===== src/rtl/inst_fetch_queue_if.sv =====
// Bus between the fetch queue, the i-cache, the decoder and the ROB redirect path.
// The master modport is the fetch-queue view; slave is the view of the surrounding blocks.
interface inst_fetch_queue_if;
    logic        if_icache_en_out;
    logic [31:0] if_icache_inst_addr_out;
    logic        icache_if_rdy_in;
    logic        icache_if_miss_in;
    logic [31:0] icache_if_inst_inst_in;
    logic        if_dec_valid_out;
    logic [31:0] if_dec_inst_out;
    logic [31:0] if_dec_pc_out;
    logic        dec_if_ready_in;
    logic        rob_if_flush_in;
    logic [31:0] rob_if_target_in;

    modport master (
        output if_icache_en_out, if_icache_inst_addr_out,
               if_dec_valid_out, if_dec_inst_out, if_dec_pc_out,
        input  icache_if_rdy_in, icache_if_miss_in, icache_if_inst_inst_in,
               dec_if_ready_in, rob_if_flush_in, rob_if_target_in
    );

    modport slave (
        input  if_icache_en_out, if_icache_inst_addr_out,
               if_dec_valid_out, if_dec_inst_out, if_dec_pc_out,
        output icache_if_rdy_in, icache_if_miss_in, icache_if_inst_inst_in,
               dec_if_ready_in, rob_if_flush_in, rob_if_target_in
    );
endinterface


===== src/rtl/inst_fetch_queue.sv =====
// Instruction-fetch front end: owns the PC, follows JAL statically and buffers
// {pc, inst} pairs in a circular queue for the decoder; ROB flush redirects.
module inst_fetch_queue #(
    parameter int          QueueDepthLog = 4,
    parameter logic [31:0] ResetPc       = 32'h0
) (
    input  logic                  clk_in,
    input  logic                  rst_in,
    input  logic                  rdy_in,
    inst_fetch_queue_if.master    bus
);
    localparam int                   Depth  = 1 << QueueDepthLog;
    localparam logic [QueueDepthLog:0] DepthC = (QueueDepthLog+1)'(Depth);

    typedef enum logic {FETCH, WAIT} state_t;

    state_t                   r_state;
    logic [31:0]              r_pc;
    logic [QueueDepthLog-1:0] r_head, r_tail;
    logic [QueueDepthLog:0]   r_count;
    logic [31:0]              r_q_pc   [Depth];
    logic [31:0]              r_q_inst [Depth];

    logic        w_full, w_empty, w_flush, w_en, w_hit, w_pop, w_dec_valid;
    logic [31:0] w_inst, w_imm, w_next_pc;

    assign w_full  = (r_count == DepthC);
    assign w_empty = (r_count == '0);
    assign w_flush = bus.rob_if_flush_in;
    assign w_inst  = bus.icache_if_inst_inst_in;

    // WAIT keeps the miss request alive regardless of the cache's rdy; full is
    // impossible there because it was checked before the original issue.
    assign w_en = rdy_in && !rst_in && !w_flush &&
                  ((r_state == WAIT) || (!w_full && bus.icache_if_rdy_in));
    assign w_hit       = w_en && !bus.icache_if_miss_in;
    assign w_dec_valid = !rst_in && !w_flush && !w_empty;
    assign w_pop       = w_dec_valid && bus.dec_if_ready_in && rdy_in;

    assign w_imm     = {{11{w_inst[31]}}, w_inst[31], w_inst[19:12], w_inst[20],
                        w_inst[30:21], 1'b0};
    assign w_next_pc = (w_inst[6:0] == 7'b1101111) ? r_pc + w_imm : r_pc + 32'd4;

    assign bus.if_icache_en_out        = w_en;
    assign bus.if_icache_inst_addr_out = r_pc;
    assign bus.if_dec_valid_out        = w_dec_valid;
    assign bus.if_dec_inst_out         = w_empty ? 32'h0 : r_q_inst[r_head];
    assign bus.if_dec_pc_out           = w_empty ? 32'h0 : r_q_pc[r_head];

    // Storage needs no reset: the outputs are masked to zero while empty.
    always_ff @(posedge clk_in) begin
        if (!rst_in && rdy_in && w_hit) begin
            r_q_pc[r_tail]   <= r_pc;
            r_q_inst[r_tail] <= w_inst;
        end
    end

    always_ff @(posedge clk_in) begin
        if (rst_in) begin
            r_state <= FETCH;
            r_pc    <= ResetPc;
            r_head  <= '0;
            r_tail  <= '0;
            r_count <= '0;
        end else if (rdy_in) begin
            if (w_flush) begin
                r_state <= FETCH;
                r_pc    <= bus.rob_if_target_in;
                r_head  <= '0;
                r_tail  <= '0;
                r_count <= '0;
            end else begin
                if (w_hit) begin
                    r_pc    <= w_next_pc;
                    r_tail  <= r_tail + 1'b1;
                    r_state <= FETCH;
                end else if (w_en) begin
                    r_state <= WAIT;
                end
                if (w_pop)
                    r_head <= r_head + 1'b1;
                case ({w_hit, w_pop})
                    2'b10:   r_count <= r_count + 1'b1;
                    2'b01:   r_count <= r_count - 1'b1;
                    default: r_count <= r_count;
                endcase
            end
        end
    end
endmodule


===== src/flat_wrapper.sv =====
// flat-port wrapper written by rule: the top's interface ports become plain ports
module inst_fetch_queue_flat 
#(
    parameter int          QueueDepthLog = 4,
    parameter logic [31:0] ResetPc       = 32'h0
)
  (clk_in, rst_in, rdy_in, bus_if_icache_en_out, bus_if_icache_inst_addr_out, bus_if_dec_valid_out, bus_if_dec_inst_out, bus_if_dec_pc_out, bus_icache_if_rdy_in, bus_icache_if_miss_in, bus_icache_if_inst_inst_in, bus_dec_if_ready_in, bus_rob_if_flush_in, bus_rob_if_target_in);
  inst_fetch_queue_if bus_i ();
  input  logic clk_in;
  input  logic rst_in;
  input  logic rdy_in;
  output wire logic [$bits(bus_i.if_icache_en_out)-1:0] bus_if_icache_en_out;
  output wire logic [$bits(bus_i.if_icache_inst_addr_out)-1:0] bus_if_icache_inst_addr_out;
  output wire logic [$bits(bus_i.if_dec_valid_out)-1:0] bus_if_dec_valid_out;
  output wire logic [$bits(bus_i.if_dec_inst_out)-1:0] bus_if_dec_inst_out;
  output wire logic [$bits(bus_i.if_dec_pc_out)-1:0] bus_if_dec_pc_out;
  input wire logic [$bits(bus_i.icache_if_rdy_in)-1:0] bus_icache_if_rdy_in;
  input wire logic [$bits(bus_i.icache_if_miss_in)-1:0] bus_icache_if_miss_in;
  input wire logic [$bits(bus_i.icache_if_inst_inst_in)-1:0] bus_icache_if_inst_inst_in;
  input wire logic [$bits(bus_i.dec_if_ready_in)-1:0] bus_dec_if_ready_in;
  input wire logic [$bits(bus_i.rob_if_flush_in)-1:0] bus_rob_if_flush_in;
  input wire logic [$bits(bus_i.rob_if_target_in)-1:0] bus_rob_if_target_in;
  assign bus_if_icache_en_out = bus_i.if_icache_en_out;
  assign bus_if_icache_inst_addr_out = bus_i.if_icache_inst_addr_out;
  assign bus_if_dec_valid_out = bus_i.if_dec_valid_out;
  assign bus_if_dec_inst_out = bus_i.if_dec_inst_out;
  assign bus_if_dec_pc_out = bus_i.if_dec_pc_out;
  assign bus_i.icache_if_rdy_in = bus_icache_if_rdy_in;
  assign bus_i.icache_if_miss_in = bus_icache_if_miss_in;
  assign bus_i.icache_if_inst_inst_in = bus_icache_if_inst_inst_in;
  assign bus_i.dec_if_ready_in = bus_dec_if_ready_in;
  assign bus_i.rob_if_flush_in = bus_rob_if_flush_in;
  assign bus_i.rob_if_target_in = bus_rob_if_target_in;
  inst_fetch_queue #(.QueueDepthLog(QueueDepthLog), .ResetPc(ResetPc)) u_core (.clk_in(clk_in), .rst_in(rst_in), .rdy_in(rdy_in), .bus(bus_i));
endmodule

===== config.mk =====
export PLATFORM = sky130hd
export DESIGN_NAME = inst_fetch_queue_flat
export DESIGN_NICKNAME = d
export VERILOG_FILES = /design/src/rtl/inst_fetch_queue_if.sv /design/src/rtl/inst_fetch_queue.sv /design/src/flat_wrapper.sv
export SDC_FILE = /design/constraint.sdc
export NUM_CORES = 1
export LEC_CHECK = 0
export BUFFER_PORTS_ARGS = -buffer_cell sky130_fd_sc_hd__buf_2
export CELL_PAD_IN_SITES_DETAIL_PLACEMENT = 1
export CELL_PAD_IN_SITES_GLOBAL_PLACEMENT = 2
export CORE_UTILIZATION = 49
export DETAILED_ROUTE_END_ITERATION = 7
export GPL_ROUTABILITY_DRIVEN = 0
export HOLD_SLACK_MARGIN = 0.05
export PLACE_DENSITY = 0.89
export SLEW_MARGIN = 20
export SYNTH_ARGS = -nofsm -noshare
export SYNTH_HDL_FRONTEND = slang
export SYNTH_SLANG_ARGS = --single-unit

===== constraint.sdc =====
create_clock -name clk_in -period 9.55 [get_ports clk_in]
set_clock_uncertainty 0.1 [all_clocks]
set_input_delay 0.955 -clock clk_in [delete_from_list [all_inputs] [get_ports clk_in]]
set_output_delay 0.955 -clock clk_in [all_outputs]
set_load 0.1 [all_outputs]

# Yosys cells after proc, flatten, opt, wreduce, memory -nomap -nowiden
# Memories as Yosys holds them, arrays and structs flattened. A register that Yosys moved wholly into a read port is not among the register bits.
# Index checks and enable logic that the tools add are counted.
# word_totals
out_inout_bits	98
mem_bits_rw	1024
ff_bits	46
input_bits	71
n_memories	2
# mem_list
memory	words	word_bits	read_ports	rd_ports_with_merged_regs	write_ports	line	text
u_core.r_q_inst	16	32	1	1	1	inst_fetch_queue.sv:22	logic [31:0] r_q_inst [Depth];
u_core.r_q_pc	16	32	1	1	1	inst_fetch_queue.sv:21	logic [31:0] r_q_pc [Depth];
# classes
n_addsub	6
n_eq_ne	4
muxes	20
n_reduce_logical	25
# op_table
operator	count
32-bit two-way mux	5
32-bit by 3-bit adder with 32-bit output, second input constant	1
32-bit adder	1
4-bit two-way mux	8
1-bit logical AND	10
5-bit case mux with 2 select lines	1
4-bit by 1-bit adder with 4-bit output, second input constant	2
2-bit AND reduction	4
7-bit equality test, second input constant	1
3-bit nonzero test	2
5-bit by 1-bit adder with 5-bit output, second input constant	1
5-bit equality test, second input constant	1
1-bit zero test	5
5-bit zero test	1
1-bit two-way mux	5
5-bit two-way mux	1
5-bit by 1-bit subtractor with 5-bit output, second input constant	1
2-bit nonzero test	2
2-bit by 1-bit equality test with 1-bit output, second input constant	1
2-bit equality test, second input constant	1
1-bit logical OR	1

# Logic depth before layout (Yosys ltp)
# Gate-level depths: netlist (run 1).
# depth
depth_word	9
mapped_depth	13
ltp_nobuf	12

# Least setup slack after synthesis (run 1)
# No wires, ideal clock.
# synth_path
kind	input to register
from	input bus_rob_if_flush_in
to	memory u_core.r_q_inst[3][0] (enable)
n_path_buf	2
arrival_ns	6.474
path_stages	7
required_ns	8.885
setup_ns	0.565
setup_slack_ns	2.411
path_cell_list	clkbuf_1 nor2_1 and2_1 o211a_4 buf_2 nand2_1 nor3_1
# synth_via
elab_chain_len	7
# synth_lines
item	line	text
start: declaration	flat_wrapper.sv:21	input wire logic [$bits(bus_i.rob_if_flush_in)-1:0] bus_rob_if_flush_in;
1-bit zero test	inst_fetch_queue.sv:34	assign w_en = rdy_in && !rst_in && !w_flush &&
1-bit logical AND (2 in a row)	inst_fetch_queue.sv:34	
1-bit logical AND	inst_fetch_queue.sv:36	assign w_hit = w_en && !bus.icache_if_miss_in;
1-bit logical AND	inst_fetch_queue.sv:52	if (!rst_in && rdy_in && w_hit) begin
1-bit two-way mux	inst_fetch_queue.sv:52	
1-bit two-way mux (not written as such)	inst_fetch_queue.sv:54	r_q_inst[r_tail] <= w_inst;
end: declaration	inst_fetch_queue.sv:22	
# No other way between the ends.

==> results.md, run 1 <==
Route:
- The detail route stage leaves a number of antenna-violating nets equal to 0.
- In the routed design, unresolved DRC markers number 0.
- The detailed-router iteration count before antenna repair is 5.
- The sum of routed wire length over all layers is 123,000 um.
- For this block, the via count after detailed routing is 23,600.
- The average via count per standard cell is 6.55.
- In the final routed layout, each cell accounts on average for 34.1 um.
- The detailed router's first-iteration violation count is 2,946.

Yosys:
- After synthesis, the cell types taking the most area are sky130_fd_sc_hd__edfxtp_1 71%, sky130_fd_sc_hd__mux4_2 17%, sky130_fd_sc_hd__dfxtp_1 2.3%, sky130_fd_sc_hd__ha_1 1.1%, sky130_fd_sc_hd__nor2b_1 0.99%.
- Counting flops and latches in the post-synthesis netlist gives 1,074.
- For this run, the number of Yosys warnings is 0.
- The average size of a mapped cell is 20.2 um2.
- The count of distinct cell types in the synthesized netlist is 78.
- The cell type with the largest total area after synthesis is sky130_fd_sc_hd__edfxtp_1.
- The prevailing post-synth register cell is sky130_fd_sc_hd__edfxtp_1.
- The number of nets in the synthesized netlist is 2,264.
- After synthesis, the largest area contributor takes up 70.6% of total cell area.
- In this run the cell area of the synthesized design comes to 43,600 um2.
- The gate count of the mapped netlist is 2,154.
- Summing the sequential cell areas from Yosys gives 72.9% of the chip area.
- In the synthesized netlist the async set-or-reset flop fraction comes to 0%.
- The synthesized design contains 1,024 enable-type register cells.

Floorplan:
- The die covers 90,100 um2.
- The core region area is 87,400 um2.
- The initial utilization of the core area, before any placement, comes to 49.8%.
- The number of rows in the core area is 108.
- The height of the die is 300 um.
- The die width is 300 um.
- During I/O placement, the number of pins put on the boundary was 169.

Timing:
- The final total negative setup slack is 0 ns.
- Setup violations remaining at the end of the flow were counted as 0.
- The number of endpoints with negative hold slack in the final report is 0.
- The routed design could run at a clock period as short as 5.70 ns.
- The max-slew violation count came to 0.
- The actual transition at the worst max-transition pin is 1.17 ns.
- The worst max-slew margin expressed relative to the limit is 22.1%.
- Derived from the worst setup path, the maximum achievable clock frequency is 0.175 GHz.
- Setup repair after global routing left no endpoint under its margin.
- The final cycle utilization of the critical path is 59.7%.
- The tightest hold path in the finished design has a slack of 0.385 ns.

Clock tree:
- The tree is rooted in a sky130_fd_sc_hd__clkbuf_16.
- After clock tree synthesis, the flow added hold-fix buffers numbering 0.
- In this run the post-CTS setup repair buffer count came out at 0.
- The post-CTS clock slew at the launch and capture registers of the worst setup and hold paths is 0.06 ns.
- The clock latency on the worst-skew pair is 0.68 ns.
- The number of buffers on the longest clock path is 3.
- The TritonCTS sink count is 1,074.
- The number of buffers created by CTS is 99.
- The H-tree was split into 3 levels.
- TritonCTS built the clock tree.
- In this run, post-CTS repair resized a total of 0 instances.

Worst setup path:
- On the worst path, the slowest cell contributes a delay of 0.80 ns.
- The type of destination of the critical path is an output pin.
- The number of cells on the worst reg-to-reg path is 10.
- The standard cell with the maximum stage delay on the critical path is sky130_fd_sc_hd__buf_4.
- The worst endpoint data arrival time is 4.64 ns.
- The nature of the critical path startpoint is a register.
- Traced cell by cell, the critical path runs through buf_4, buf_4, mux4_2, mux4_2, nor2b_1, buf_2.
- The start-to-end type of the worst setup path is register to output pin.
- STA puts the critical path data required time at 8.50 ns.
- The highest fanout seen on the critical path is 44.

Layout:
- The utilization after layout is 56.5%.
- The cell area after layout is 49,400 um2.
- The finished layout holds 3,612 standard cells, fillers aside.
- The most common cell after layout, fill and taps aside is sky130_fd_sc_hd__edfxtp_1.
- From synthesis to final layout, the design area changed by 13.5%.
- Leaving out fill and tap cells, the most frequent cells in the layout are 1,024 x sky130_fd_sc_hd__edfxtp_1, 320 x sky130_fd_sc_hd__mux4_2, 168 x sky130_fd_sc_hd__buf_2, 102 x sky130_fd_sc_hd__clkbuf_16.
- For this run, the post-layout net count is 2,477.
- Of the cells placed in the final design, the portion with a size suffix greater than 1 is 30.3%.

Global route:
- The total overflow left after global routing is 0.
- Entering global routing, the biggest net connects 120 pins.
- The number of antenna violations at the first check in global routing is 8.
- The first global-routing pass estimated 178,000 um of wire.
- The via count of the first global-routing pass came to 25,100.
- The overall global routing resource usage is 27.6%.

Place:
- The number of placed cells counting well taps is 3,421.
- Detailed placement ended at an HPWL of 64,700 um.
- Input and output buffers added on the ports amount to 168.
- In this run the cell area measured after placement is 46,000 um2.

Power:
- The maximum vdd drop is 0.127 mV.
- For this design the static power due to leakage is 0.0156 uW.
- In this run the power density over the cells is 199 nW/um2.

Flow run:
- Across the run, the number of max-cap violations was 0.

Worst hold path:
- The tightest min-delay check is of the register to register type.
- The number of cells on the worst hold path is 2.

Status:
- The flow ran to the end, and the final reports show no timing, DRC or antenna violations.
## Yosys cell counts (3+ instances only)
master	instances
sky130_fd_sc_hd__xor2_1	14
sky130_fd_sc_hd__a221oi_1	4
sky130_fd_sc_hd__or2_2	5
sky130_fd_sc_hd__inv_1	21
sky130_fd_sc_hd__a22oi_1	6
sky130_fd_sc_hd__buf_2	18
sky130_fd_sc_hd__clkbuf_1	66
sky130_fd_sc_hd__o211ai_1	6
sky130_fd_sc_hd__a21oi_1	69
sky130_fd_sc_hd__mux4_2	320
sky130_fd_sc_hd__a21o_1	17
sky130_fd_sc_hd__o21ai_1	17
sky130_fd_sc_hd__nand4_1	16
sky130_fd_sc_hd__a31oi_1	7
sky130_fd_sc_hd__xnor2_1	17
sky130_fd_sc_hd__nor2b_1	69
sky130_fd_sc_hd__o21a_1	10
sky130_fd_sc_hd__nor4_1	5
sky130_fd_sc_hd__and3_1	14
sky130_fd_sc_hd__o31a_1	4
sky130_fd_sc_hd__buf_1	22
sky130_fd_sc_hd__and4_1	3
sky130_fd_sc_hd__mux2i_1	3
sky130_fd_sc_hd__nor3_1	23
sky130_fd_sc_hd__o31ai_1	8
sky130_fd_sc_hd__or3_1	6
sky130_fd_sc_hd__o41a_1	3
sky130_fd_sc_hd__ha_1	38
sky130_fd_sc_hd__edfxtp_1	1024
sky130_fd_sc_hd__nand2_1	58
sky130_fd_sc_hd__a211oi_1	12
sky130_fd_sc_hd__nor3b_1	3
sky130_fd_sc_hd__o21bai_1	4
sky130_fd_sc_hd__nand3_1	18
sky130_fd_sc_hd__dfxtp_1	50
sky130_fd_sc_hd__and2_1	6
sky130_fd_sc_hd__nand2b_1	6
sky130_fd_sc_hd__o2111ai_1	3
sky130_fd_sc_hd__o21ai_0	45
sky130_fd_sc_hd__nor2_1	68
## registers in the layout (all words and copies together), names as in the netlist, named ones only
name	cells
u_core.r_state	1
u_core.r_tail	4
u_core.r_count	5
u_core.r_head	4
u_core.r_q_pc	512
u_core.bus.if_icache_inst_addr_out	32
u_core.r_q_inst	512
## power breakdown
group          switching, uW  leakage (uW)  total [uW]  internal [uW]
registers               31.8       0.00961        5190           5160
clock network           1840       0.00168        4280           2440
logic                    271       0.00427         355           83.4
total                   2140        0.0156        9830           7680
## per-layer routing
metal | track usage, % | vias up | share of wire, %
met3 | 3.63 | 251 | 7.6
met2 | 47.4 | 1429 | 52
met5 | 0 | - | 0.011
met4 | 10.9 | 2 | 3.7
li1 | - | 9411 | -
met1 | 36.0 | 12600 | 37
## worst paths after layout
path / from / endpoint / slack (ns)
max reg2reg: u_core.bus.if_icache_inst_addr_out[2] / u_core.bus.if_icache_inst_addr_out[27] / 5.52
max: register / bus_if_dec_pc_out[17] / 3.85
min reg2reg: u_core.r_count[3] / u_core.r_count[3] / 0.39
min: u_core.r_count[3] / u_core.r_count[3] / 0.39
## through the flow
| stage | total power (uW) | worst slack [ns] |
|---|---|---|
| after floorplan | 5500 | 2.41 |
| after global placement | 5620 | 4.56 |
| after detailed placement | 5640 | 4.52 |
| after CTS | 9850 | 3.71 |
| after global routing | 9990 | 3.54 |
| final | 9830 | 3.85 |
## layout make-up
| class | count | area (um2) |
|---|---|---|
| Antenna cell | 4 | 10.0 |
| Clock buffer | 120 | 2630 |
| Clock inverter | 67 | 833 |
| Fill cell | 7576 | 38000 |
| Inverter | 22 | 82.6 |
| Multi-Input combinational cell | 951 | 11400 |
| Sequential cell | 1074 | 31800 |
| Tap cell | 1155 | 1450 |
| Timing Repair Buffer | 219 | 1260 |
## kinds of logic after synthesis
family	Yosys count	synth area share (%)
DFF	1074	72.9
muxes	324	16.6
and+or+nand+nor	317	3.90
AOI/OAI and AO/OA	239	3.56
buffers and inverters	129	1.18
adders and majority gates	39	1.14
xor gates and xnor gates	32	0.687
## critical path: cells and delay by family, from the launching register on
family	cells	cell delay [ns]
buffers and inverters	3	1.81
flip-flops	1	0.78
multiplexers	2	1.12
AND/OR/NAND/NOR	1	0.18
Power figures use the tool's default switching activity.
==> run 2: changes to the inputs <==
clock period = 5.4 ns   (was 9.55 ns; I/O delays follow)
==> results.md, run 2 (same netlist as run 1, synthesis figures left out) <==
Place:
- The detailed placement HPWL is 68,200 um (+5.5%).
- The number of placed cells counting well taps came to 3,430 (+0.26%).
- The post-placement cell area is 46,200 um2 (+0.51%).
- The number of buffers inserted by port buffering is 168 (unchanged).

Worst hold path:
- In this run the worst hold path is classified as primary input to register.

Worst setup path:
- The required time at the worst-slack endpoint is 4.76 ns (-3.74 ns).
- The startpoint identified for the worst register-to-register timing path is u_core.bus.if_icache_inst_addr_out[3].
- The highest fanout seen on the critical path came to 34 (-23%).
- The logic depth of the worst register-to-register path is 9 (-1).
- The worst endpoint data arrival time was 3.72 ns (-0.92 ns).
- The slack of the worst reg-to-reg path is 1.58 ns (-3.94 ns).
- STA classifies the critical path endpoint as an output pin.
- The start-to-end type of the worst setup path is register to output pin.
- The nature of the critical path startpoint is a register.
- The end of the worst register-to-register path is u_core.bus.if_icache_inst_addr_out[20].
- The termination of the worst setup path is bus_if_dec_pc_out[1].

Layout:
- Leaving out fill and tap cells, the most frequent cells in the layout are 1,024 x sky130_fd_sc_hd__edfxtp_1, 320 x sky130_fd_sc_hd__mux4_2, 168 x sky130_fd_sc_hd__buf_2, 108 x sky130_fd_sc_hd__clkbuf_16.
- The cell area after layout is 49,700 um2 (+0.54%).
- The share of cells above drive strength 1 is 29.8% (-0.52 points).
- The utilization after layout is 56.9% (+0.31 points).
- Leaving out fill and tap cells, the most frequent cell in the layout is sky130_fd_sc_hd__edfxtp_1.
- The non-filler instance count after layout was 3,637 (+0.69%).
- The signed area change from the synthesized netlist to the final layout is 14.1%.
- The total number of nets in the final design is 2,501 (+0.97%).

Power:
- The static power due to leakage is 0.0156 uW (+0.48%).
- The total power per unit cell area was 345 nW/um2 (+73%).
- The portion of total power attributed to combinational logic came to 3.6% (about the same).
- The net switching component of the power came to 3680 uW (+72%).
- The internal power contribution came to 13,500 uW (+75%).
- The proportion of power drawn by the clock network is 42.8% (-0.8 points).
- The part of the total power dissipated in sequential elements is 53.6% (+0.8 points).
- The switching power as a share of total power came to 21.5% (-0.34 points).
- The maximum vdd drop came to 0.294 mV (+130%).

Global route:
- The via count of the first global-routing pass is 25,000 (-0.34%).
- The first-pass GRT wire length came to 176,000 um (-1.1%).
- The pin count of the biggest net entering global routing is 101 (-16%).
- The overall global routing resource usage was 27.2% (-0.42 points).
- The total overflow reported by the global router is 0 (unchanged).
- The number of antenna violations at the first check in global routing came to 4 (-4).

Route:
- The detailed router's first-iteration violation count is 2,688 (-8.8%).
- The detailed-route DRC error count was 0 (unchanged).
- The mean routed wirelength per cell is 33.1 um (-2.9%).
- The final antenna-violating net count is 0 (unchanged).
- The detailed-route via count is 23,500 (-0.70%).
- The detailed-router iteration count before antenna repair is 5 (unchanged).
- The sum of routed wire length over all layers is 120,000 um (-2.3%).
- The average via count per standard cell is 6.46 (-1.4%).

Clock tree:
- The tree is rooted in a sky130_fd_sc_hd__clkbuf_16.
- The post-CTS clock slew at the launch and capture registers of the worst setup and hold paths is 0.06 ns (about the same).
- The TritonCTS sink count is 1,074 (unchanged).
- The total setup buffers inserted after CTS was 0 (unchanged).
- The depth of the CTS H-tree is 3 (unchanged).
- The number of buffers created by CTS is 105 (+6.1%).
- The post-cts hold buffer count came to 9 (+9).
- The clock latency on the worst-skew pair is 0.68 ns (about the same).
- TritonCTS built the clock tree.
- The post-CTS resize count came to 0 (unchanged).
- The number of buffers on the longest clock path was 3 (unchanged).

Floorplan:
- The boundary pin count is 169 (unchanged).
- The core region area is 87,400 um2 (unchanged).
- The height of the die was 300 um (unchanged).
- The number of rows in the core area is 108 (unchanged).
- The die width came to 300 um (unchanged).
- The die area came to 90,100 um2 (unchanged).
- The initial core utilization is 49.8% (unchanged).

Timing:
- Setup repair after global routing left no endpoint under its margin.
- The final total negative setup slack is 0 ns (unchanged).
- The worst max-slew margin expressed relative to the limit is 27.6% (+5.5 points).
- The number of endpoints with negative hold slack in the final report is 0 (unchanged).
- The final count of negative-setup-slack endpoints is 0 (unchanged).
- The clock period minus final worst setup slack is 4.36 ns.
- The max-slew violation count was 0 (unchanged).
- The actual transition at the worst max-transition pin is 1.08 ns (-0.0847 ns).
- The final cycle utilization of the critical path is 80.7%.
- The final hold slack is 0.0767 ns (-0.308 ns).
- The peak clock frequency supported by timing is 0.229 GHz.

Flow run:
- The number of max-cap violations is 0 (unchanged).

Status:
- The flow ran to the end, and the final reports show no timing, DRC or antenna violations.
[run 2: cell types whose count changed in the layout (fill, tap and decap cells not counted), moves of 7 or more]
cell	change
sky130_fd_sc_hd__clkinv_1	+12
sky130_fd_sc_hd__buf_12	+11
sky130_fd_sc_hd__clkbuf_1	+10
sky130_fd_sc_hd__dlygate4sd3_1	+9
sky130_fd_sc_hd__bufinv_16	-7
[run 2: power by group through the flow]
| stage | sequential [uW] | combinational [uW] | clock (uW) |
|---|---|---|---|
| after floorplan | 9440 | 284 | 0 |
| after CTS | 9180 | 619 | 7410 |
| after global placement | 9350 | 588 | 0 |
| final | 9180 | 625 | 7330 |
| after detailed placement | 9360 | 608 | 0 |
| after global routing | 9180 | 656 | 7670 |
[run 2: critical path, cell delays in order (launching register included)]
cell and delay, ns:
sky130_fd_sc_hd__dfxtp_4 0.82, sky130_fd_sc_hd__buf_4 0.51, sky130_fd_sc_hd__mux4_2 0.58, sky130_fd_sc_hd__mux4_2 0.47, sky130_fd_sc_hd__nor2b_1 0.22, sky130_fd_sc_hd__buf_2 0.39
[run 2: final cells by class]
cell class / count / area (um2)
repair buffers: 237 / 1550
clock inverters: 58 / 587
diodes: 3 / 7.51
clock buffers: 137 / 2830
flip-flops and latches: 1074 / 31800
multi-input cells: 951 / 11400
well taps: 1155 / 1450
inverters: 22 / 82.6
fillers: 7612 / 37700
[run 2: worst min-delay path by stage]
stage | from | endpoint | cells past startpoint
after floorplan | u_core.r_count[3] | u_core.r_count[3] | 2
after global placement | u_core.r_count[3] | u_core.r_count[3] | 2
after detailed placement | u_core.r_count[3] | u_core.r_count[3] | 2
after CTS | bus_rob_if_target_in[17] | u_core.bus.if_icache_inst_addr_out[17] | 3
after global routing | bus_rob_if_target_in[17] | u_core.bus.if_icache_inst_addr_out[17] | 3
final | bus_rob_if_target_in[7] | u_core.bus.if_icache_inst_addr_out[7] | 3
[run 2: stage by stage]
| stage | power (uW) | setup WS [ns] |
|---|---|---|
| after detailed placement | 9970 | 1.60 |
| after CTS | 17200 | 0.977 |
| after global routing | 17500 | 0.923 |
| after floorplan | 9720 | 0.393 |
| after global placement | 9940 | 1.76 |
| final | 17100 | 1.04 |
[run 2: per-layer routing]
metal / track usage [%] / share of wire, % / up-vias
met5: 0 / 0.017 / -
met4: 7.88 / 2.4 / 2
met3: 4.23 / 8.0 / 186
met2: 46.8 / 51 / 1296
met1: 36.1 / 38 / 12500
li1: - / - / 9473
